[src/rtl/odd_matrix_ind_tx.sv]
// odd_matrix_ind_tx
// Stream source for the odd-cell matrix block. A host first fills a buffer
// with [row, col] index pairs. Pairs outside the configured matrix are
// consumed but dropped, and they raise err. On start the buffer is replayed
// as an AXI-stream-style index stream, with m/n held for the consumer. The
// block then captures the consumer's odd-cell count. It is one-shot: once a
// result is captured, only rst begins a new run.
//
// Ports:
//   clk, rst            clock; synchronous active-high reset
//   cfg_m, cfg_n        matrix dimensions (range check, latched at start)
//   wr_data/valid/ready host write channel, [0]=row, [1]=col
//   start               begin transmission (honoured in IDLE only)
//   busy                high while sending or waiting for the result
//   m, n                dimensions latched at start
//   ind_tdata/tvalid/tlast/tready  index stream to the consumer
//   res_data, res_tvalid           consumer result (level valid)
//   result, done        captured count and completion flag
//   err                 sticky error: bad index write or empty start
module odd_matrix_ind_tx #(
  parameter int MAX_IND_LEN = 100
) (
  input  logic            clk,
  input  logic            rst,
  input  logic [7:0]      cfg_m,
  input  logic [7:0]      cfg_n,
  input  logic [1:0][7:0] wr_data,
  input  logic            wr_valid,
  output logic            wr_ready,
  input  logic            start,
  output logic            busy,
  output logic [7:0]      m,
  output logic [7:0]      n,
  output logic [1:0][7:0] ind_tdata,
  output logic            ind_tvalid,
  output logic            ind_tlast,
  input  logic            ind_tready,
  input  logic [7:0]      res_data,
  input  logic            res_tvalid,
  output logic [7:0]      result,
  output logic            done,
  output logic            err
);

  localparam int CW = $clog2(MAX_IND_LEN + 1);
  localparam int IW = (MAX_IND_LEN > 1) ? $clog2(MAX_IND_LEN) : 1;

  typedef enum logic [1:0] {
    IDLE,
    SEND,
    WAIT_RES,
    DONE
  } state_t;

  state_t state, state_nxt;

  logic [CW-1:0]   cnt;
  logic [CW-1:0]   rd_ptr;
  logic [CW-1:0]   nxt_ptr;
  logic [1:0][7:0] pair_buf [MAX_IND_LEN];

  logic wr_fire;
  logic wr_in_range;
  logic start_go;
  logic start_empty;
  logic beat_fire;

  // A start request blocks writes in the same cycle. This keeps the latched
  // count consistent with what is actually sent.
  assign wr_ready    = !rst && (state == IDLE) && (cnt < CW'(MAX_IND_LEN)) && !start;
  assign wr_fire     = wr_valid && wr_ready;
  assign wr_in_range = (wr_data[0] < cfg_m) && (wr_data[1] < cfg_n);
  assign start_go    = (state == IDLE) && start && (cnt != '0);
  assign start_empty = (state == IDLE) && start && (cnt == '0);
  assign beat_fire   = (state == SEND) && ind_tvalid && ind_tready;
  assign nxt_ptr     = rd_ptr + CW'(1);

  assign busy = (state == SEND) || (state == WAIT_RES);
  assign done = (state == DONE);

  always_ff @(posedge clk) begin
    if (rst) begin
      state <= IDLE;
    end else begin
      state <= state_nxt;
    end
  end

  always_comb begin
    state_nxt = state;
    case (state)
      IDLE:     if (start_go) state_nxt = SEND;
      SEND:     if (beat_fire && ind_tlast) state_nxt = WAIT_RES;
      WAIT_RES: if (res_tvalid) state_nxt = DONE;
      DONE:     state_nxt = DONE;
      default:  state_nxt = IDLE;
    endcase
  end

  // The pair storage has no reset. Reset empties it logically by clearing
  // cnt, so stale entries are never read back.
  always_ff @(posedge clk) begin
    if (wr_fire && wr_in_range) begin
      pair_buf[cnt[IW-1:0]] <= wr_data;
    end
  end

  // Stream outputs are registered. The next pair is preloaded on each
  // handshake, so tdata/tlast stay untouched while the consumer stalls.
  always_ff @(posedge clk) begin
    if (rst) begin
      cnt        <= '0;
      rd_ptr     <= '0;
      m          <= '0;
      n          <= '0;
      result     <= '0;
      err        <= 1'b0;
      ind_tvalid <= 1'b0;
      ind_tlast  <= 1'b0;
      ind_tdata  <= '0;
    end else begin
      if (wr_fire) begin
        if (wr_in_range) begin
          cnt <= cnt + CW'(1);
        end else begin
          err <= 1'b1;
        end
      end

      if (start_empty) begin
        err <= 1'b1;
      end

      if (start_go) begin
        m          <= cfg_m;
        n          <= cfg_n;
        rd_ptr     <= '0;
        ind_tvalid <= 1'b1;
        ind_tdata  <= pair_buf[0];
        ind_tlast  <= (cnt == CW'(1));
      end

      if (beat_fire) begin
        rd_ptr <= nxt_ptr;
        if (ind_tlast) begin
          ind_tvalid <= 1'b0;
          ind_tlast  <= 1'b0;
        end else begin
          ind_tdata <= pair_buf[nxt_ptr[IW-1:0]];
          ind_tlast <= (nxt_ptr == cnt - CW'(1));
        end
      end

      if ((state == WAIT_RES) && res_tvalid) begin
        result <= res_data;
      end
    end
  end

endmodule

[config.mk]
export PLATFORM = sky130hd
export DESIGN_NAME = odd_matrix_ind_tx
export DESIGN_NICKNAME = d
export VERILOG_FILES = /design/src/rtl/odd_matrix_ind_tx.sv
export SDC_FILE = /design/constraint.sdc
export NUM_CORES = 2
export LEC_CHECK = 0
export BUFFER_PORTS_ARGS = -buffer_cell sky130_fd_sc_hd__buf_4
export CORE_MARGIN = 4
export CORE_UTILIZATION = 56
export DETAILED_ROUTE_END_ITERATION = 16
export GPL_TIMING_DRIVEN = 0
export HOLD_SLACK_MARGIN = 0.02
export PLACE_DENSITY_LB_ADDON = 0.15
export SYNTH_ARGS = -nofsm -noshare
export SYNTH_HDL_FRONTEND = slang
export SYNTH_SLANG_ARGS = --single-unit
[constraint.sdc]
create_clock -name clk -period 4.55 [get_ports clk]
set_input_delay 0.91 -clock clk [delete_from_list [all_inputs] [get_ports clk]]
set_output_delay 0.91 -clock clk [all_outputs]
set_load 0.1 [all_outputs]
==> flow_metrics.tcl <==
set metrics [dict create \
    status "finished, violations left" \
    failed_checks "setup timing" \
    drc 0 \
    yosysTopAreaCellShare 0.740 \
    finalMaxSlewViolations 0 \
    grt_pass1_vias 35100 \
    final-setup-viol-count 6 \
    cp_cell_sequence "buf_6 -> ha_1 -> a21o_1 -> a21oi_1 -> o21ai_0 -> nor2_1 -> o221a_2 -> buf_4 -> nand3_1 -> buf_2 -> nor2_2 -> buf_8" \
    grt-ovfl-total 0 \
    cts_setup_buffers 0 \
    fp.dieH_um 349 \
    finalWorstSetupSlack_ns -0.0119 \
    wl_mm 195 \
    seq_power_share 0.544 \
    timing.critical_path.from_type "primary input" \
    cp.arrival_ns 5.03 \
    vias 35700 \
    fin_nets 3724 \
    area_delta_synth_final_pct 14.8 \
    clock-sinks 1659 \
    grt.met1_usage 0.445 \
    crit_slowest_cell "nor2_2" \
    h-tree-depth 4 \
    p_sw_mw 6.36 \
    yosys_register_bits 1659 \
    min_from "res_data[7]" \
    power_mw 30.9 \
    use_met2 0.489 \
    post-route-period-util 1.00 \
    maxCapViolations 0 \
    drtPass1Iterations 6 \
    grt_pass1_wl_mm 271 \
    synthCells 3311 \
    reg2reg_depth 11 \
    path_clk_slew_ns 0.06 \
    period_minus_slack_ns 4.56 \
    numCtsBuffers 168 \
    clock_latency_ns 0.78 \
    cts_tree "built" \
    finClkSkew_ns 0.0271 \
    tightestPinTransition_ns 1.39 \
    pwr-share-comb 0.026 \
    initial_utilization 0.566 \
    globalplace.congestion 1.00 \
    syn_nets 3380 \
    yosys_warnings 0 \
    grt_util_met3 0.0906 \
    die_x_um 349 \
    p_sw_frac 0.206 \
    cpPeakStageDelay_ns 0.60 \
    antenna_found_initial 5 \
    drtIter0Drc 5496 \
    holdPathStages 3 \
    timing.rr.start "rd_ptr[1]" \
    rsz0062_at_grt "no" \
    cp_max_fo 101 \
    final_common_cell "edfxtp_1" \
    clockBufferDepth 3 \
    synth_cell_types 62 \
    die_area_mm2 0.122 \
    final_antenna_net_count 0 \
    p_per_area_mw_per_mm2 414 \
    coreArea_mm2 0.115 \
    rrSetupSlack_ns 0.02 \
    synth-async-reset-ratio 0 \
    yosys.area.top_type "edfxtp_1" \
    post_drt_wl_per_cell_um 36.7 \
    clkPwrFrac 0.430 \
    crit_type "primary input to flip-flop" \
    synth_area_leaders "edfxtp_1 74%, mux4_2 14%, nand2_1 2.4%" \
    fmax_mhz 219 \
    layout_common_cells "1600 x edfxtp_1, 416 x nand2_1, 400 x mux4_2" \
    synthFlopType "edfxtp_1" \
    num_rows 124 \
    crit_path_end_kind "flip-flop" \
    hold_viol_final 0 \
    power.internal_mw 24.5 \
    portBuffers 89 \
    vias_per_cell 6.72 \
    avgSynthCellArea_um2 19.6 \
    io-pin-count 92 \
    ys_seq_area_frac 0.758 \
    grt-busiest-layer "met2" \
    synth_edf_count 1600 \
    drive_gt1_frac 0.277 \
    vdd_drop_max_v 0.000459 \
    cts-root-buf "clkbuf_16" \
    place_hpwl_mm 132 \
    min_path_type "primary input to flip-flop" \
    slew_headroom 0.0759 \
    worstPathRequired_ns 5.01 \
    cp-startpoint "wr_data[13]" \
    grt_use_total 0.325 \
    grt_max_degree 102 \
    synth_area_mm2 0.0650 \
    pre_cts_slack_ns -1.47 \
    leakage_nw 23.2 \
]
## state kept, by name, indices dropped and copies added, names as in the netlist
name / cells
pair_buf: 1600
ind_tdata: 16
m: 8
n: 8
result: 8
cnt: 7
rd_ptr: 7
state: 2
err: 1
ind_tlast: 1
ind_tvalid: 1
## final cells by class
cell class | count | area (µm²)
sequential | 1659 | 49200
buffer | 188 | 1070
fill | 7673 | 40200
multi-input combinational | 1438 | 15000
clock inverter | 87 | 724
tap | 1512 | 1890
timing repair buffer | 175 | 2070
antenna | 2 | 5.00
inverter | 25 | 93.8
clock buffer | 218 | 4520
## worst max-delay path, delay by kind of cell
family / cells / cell delay, ns
compound gates: 4 / 0.62
fa+ha+maj: 1 / 0.40
buf+inv: 4 / 1.54
simple gates: 3 / 1.31
## synthesized netlist by cell type, types with 9 or more instances
| cell type | instances |
|---|---|
| edfxtp_1 | 1600 |
| inv_1 | 25 |
| a31oi_1 | 37 |
| buf_2 | 68 |
| buf_4 | 44 |
| a221oi_1 | 14 |
| xnor2_1 | 13 |
| dfxtp_1 | 59 |
| buf_1 | 20 |
| ha_1 | 23 |
| nor2_1 | 120 |
| a311o_1 | 10 |
| mux2i_1 | 45 |
| a21oi_1 | 72 |
| nand2_1 | 416 |
| and3_1 | 11 |
| buf_6 | 12 |
| o2111ai_1 | 9 |
| a32oi_1 | 21 |
| clkbuf_1 | 44 |
| nor2b_1 | 12 |
| mux4_2 | 400 |
| nand3_1 | 131 |
| nor3_1 | 13 |
## worst paths after layout
| kind | endpoint |
|---|---|
| setup / recovery | pair_buf[16][8] |
| hold / removal | result[7] |
| hold reg to reg | m[0] |
| setup reg to reg | ind_tdata[15] |
## per-stage QoR
stage	setup TNS [ns]	std cells	instance area [µm²]	hold slack (ns)	utilization
6_report	-0.0580	5304	74600	0.404	0.649
3_5_place_dp	-1079.00	4998	69200	0.450	0.602
2_1_floorplan	0	3311	65000	0.475	-
4_1_cts	0	5303	74500	0.354	0.649
3_3_place_gp	-2031.76	4912	67500	0.448	0.588
5_1_grt	0	5302	74600	0.394	0.649
## metal layers
metal	wire, µm	vias to the layer above
li1	-	14100
met1	71700	18700
met2	89000	2356
met3	22900	460
met4	11300	2
met5	13	-
## power groups by stage
| stage | clock network (mW) | logic (mW) | registers (mW) |
|---|---|---|---|
| finish | 13.3 | 0.791 | 16.8 |
| detailed placement | 0 | 0.782 | 17.1 |
| CTS | 13.4 | 0.787 | 16.8 |
| global route | 14.1 | 0.832 | 16.8 |
| floorplan | 0 | 0.272 | 17.2 |
| global placement | 0 | 0.750 | 17.1 |
## cells by family (layout without fill, tap and decap cells)
logic type | count (synthesis) | after routing | share of synthesized area
other | 0 | 2 | 0
xor gates and xnor gates | 21 | 21 | 0.00324
and+or+nand+nor | 737 | 737 | 0.0482
DFF | 1659 | 1659 | 0.758
adders and majority gates | 23 | 23 | 0.00443
buffers and inverters | 214 | 693 | 0.0178
AOI/OAI and AO/OA | 211 | 211 | 0.0229
muxes | 446 | 446 | 0.146
## repair_timing
item / 4_1_cts / 5_1_grt
endpoints found under the setup margin: 514 / 290
hold buffers: 0 / 0
gates resized for setup: 21 / 24
Note: power is estimated with default switching activity, not from simulation.
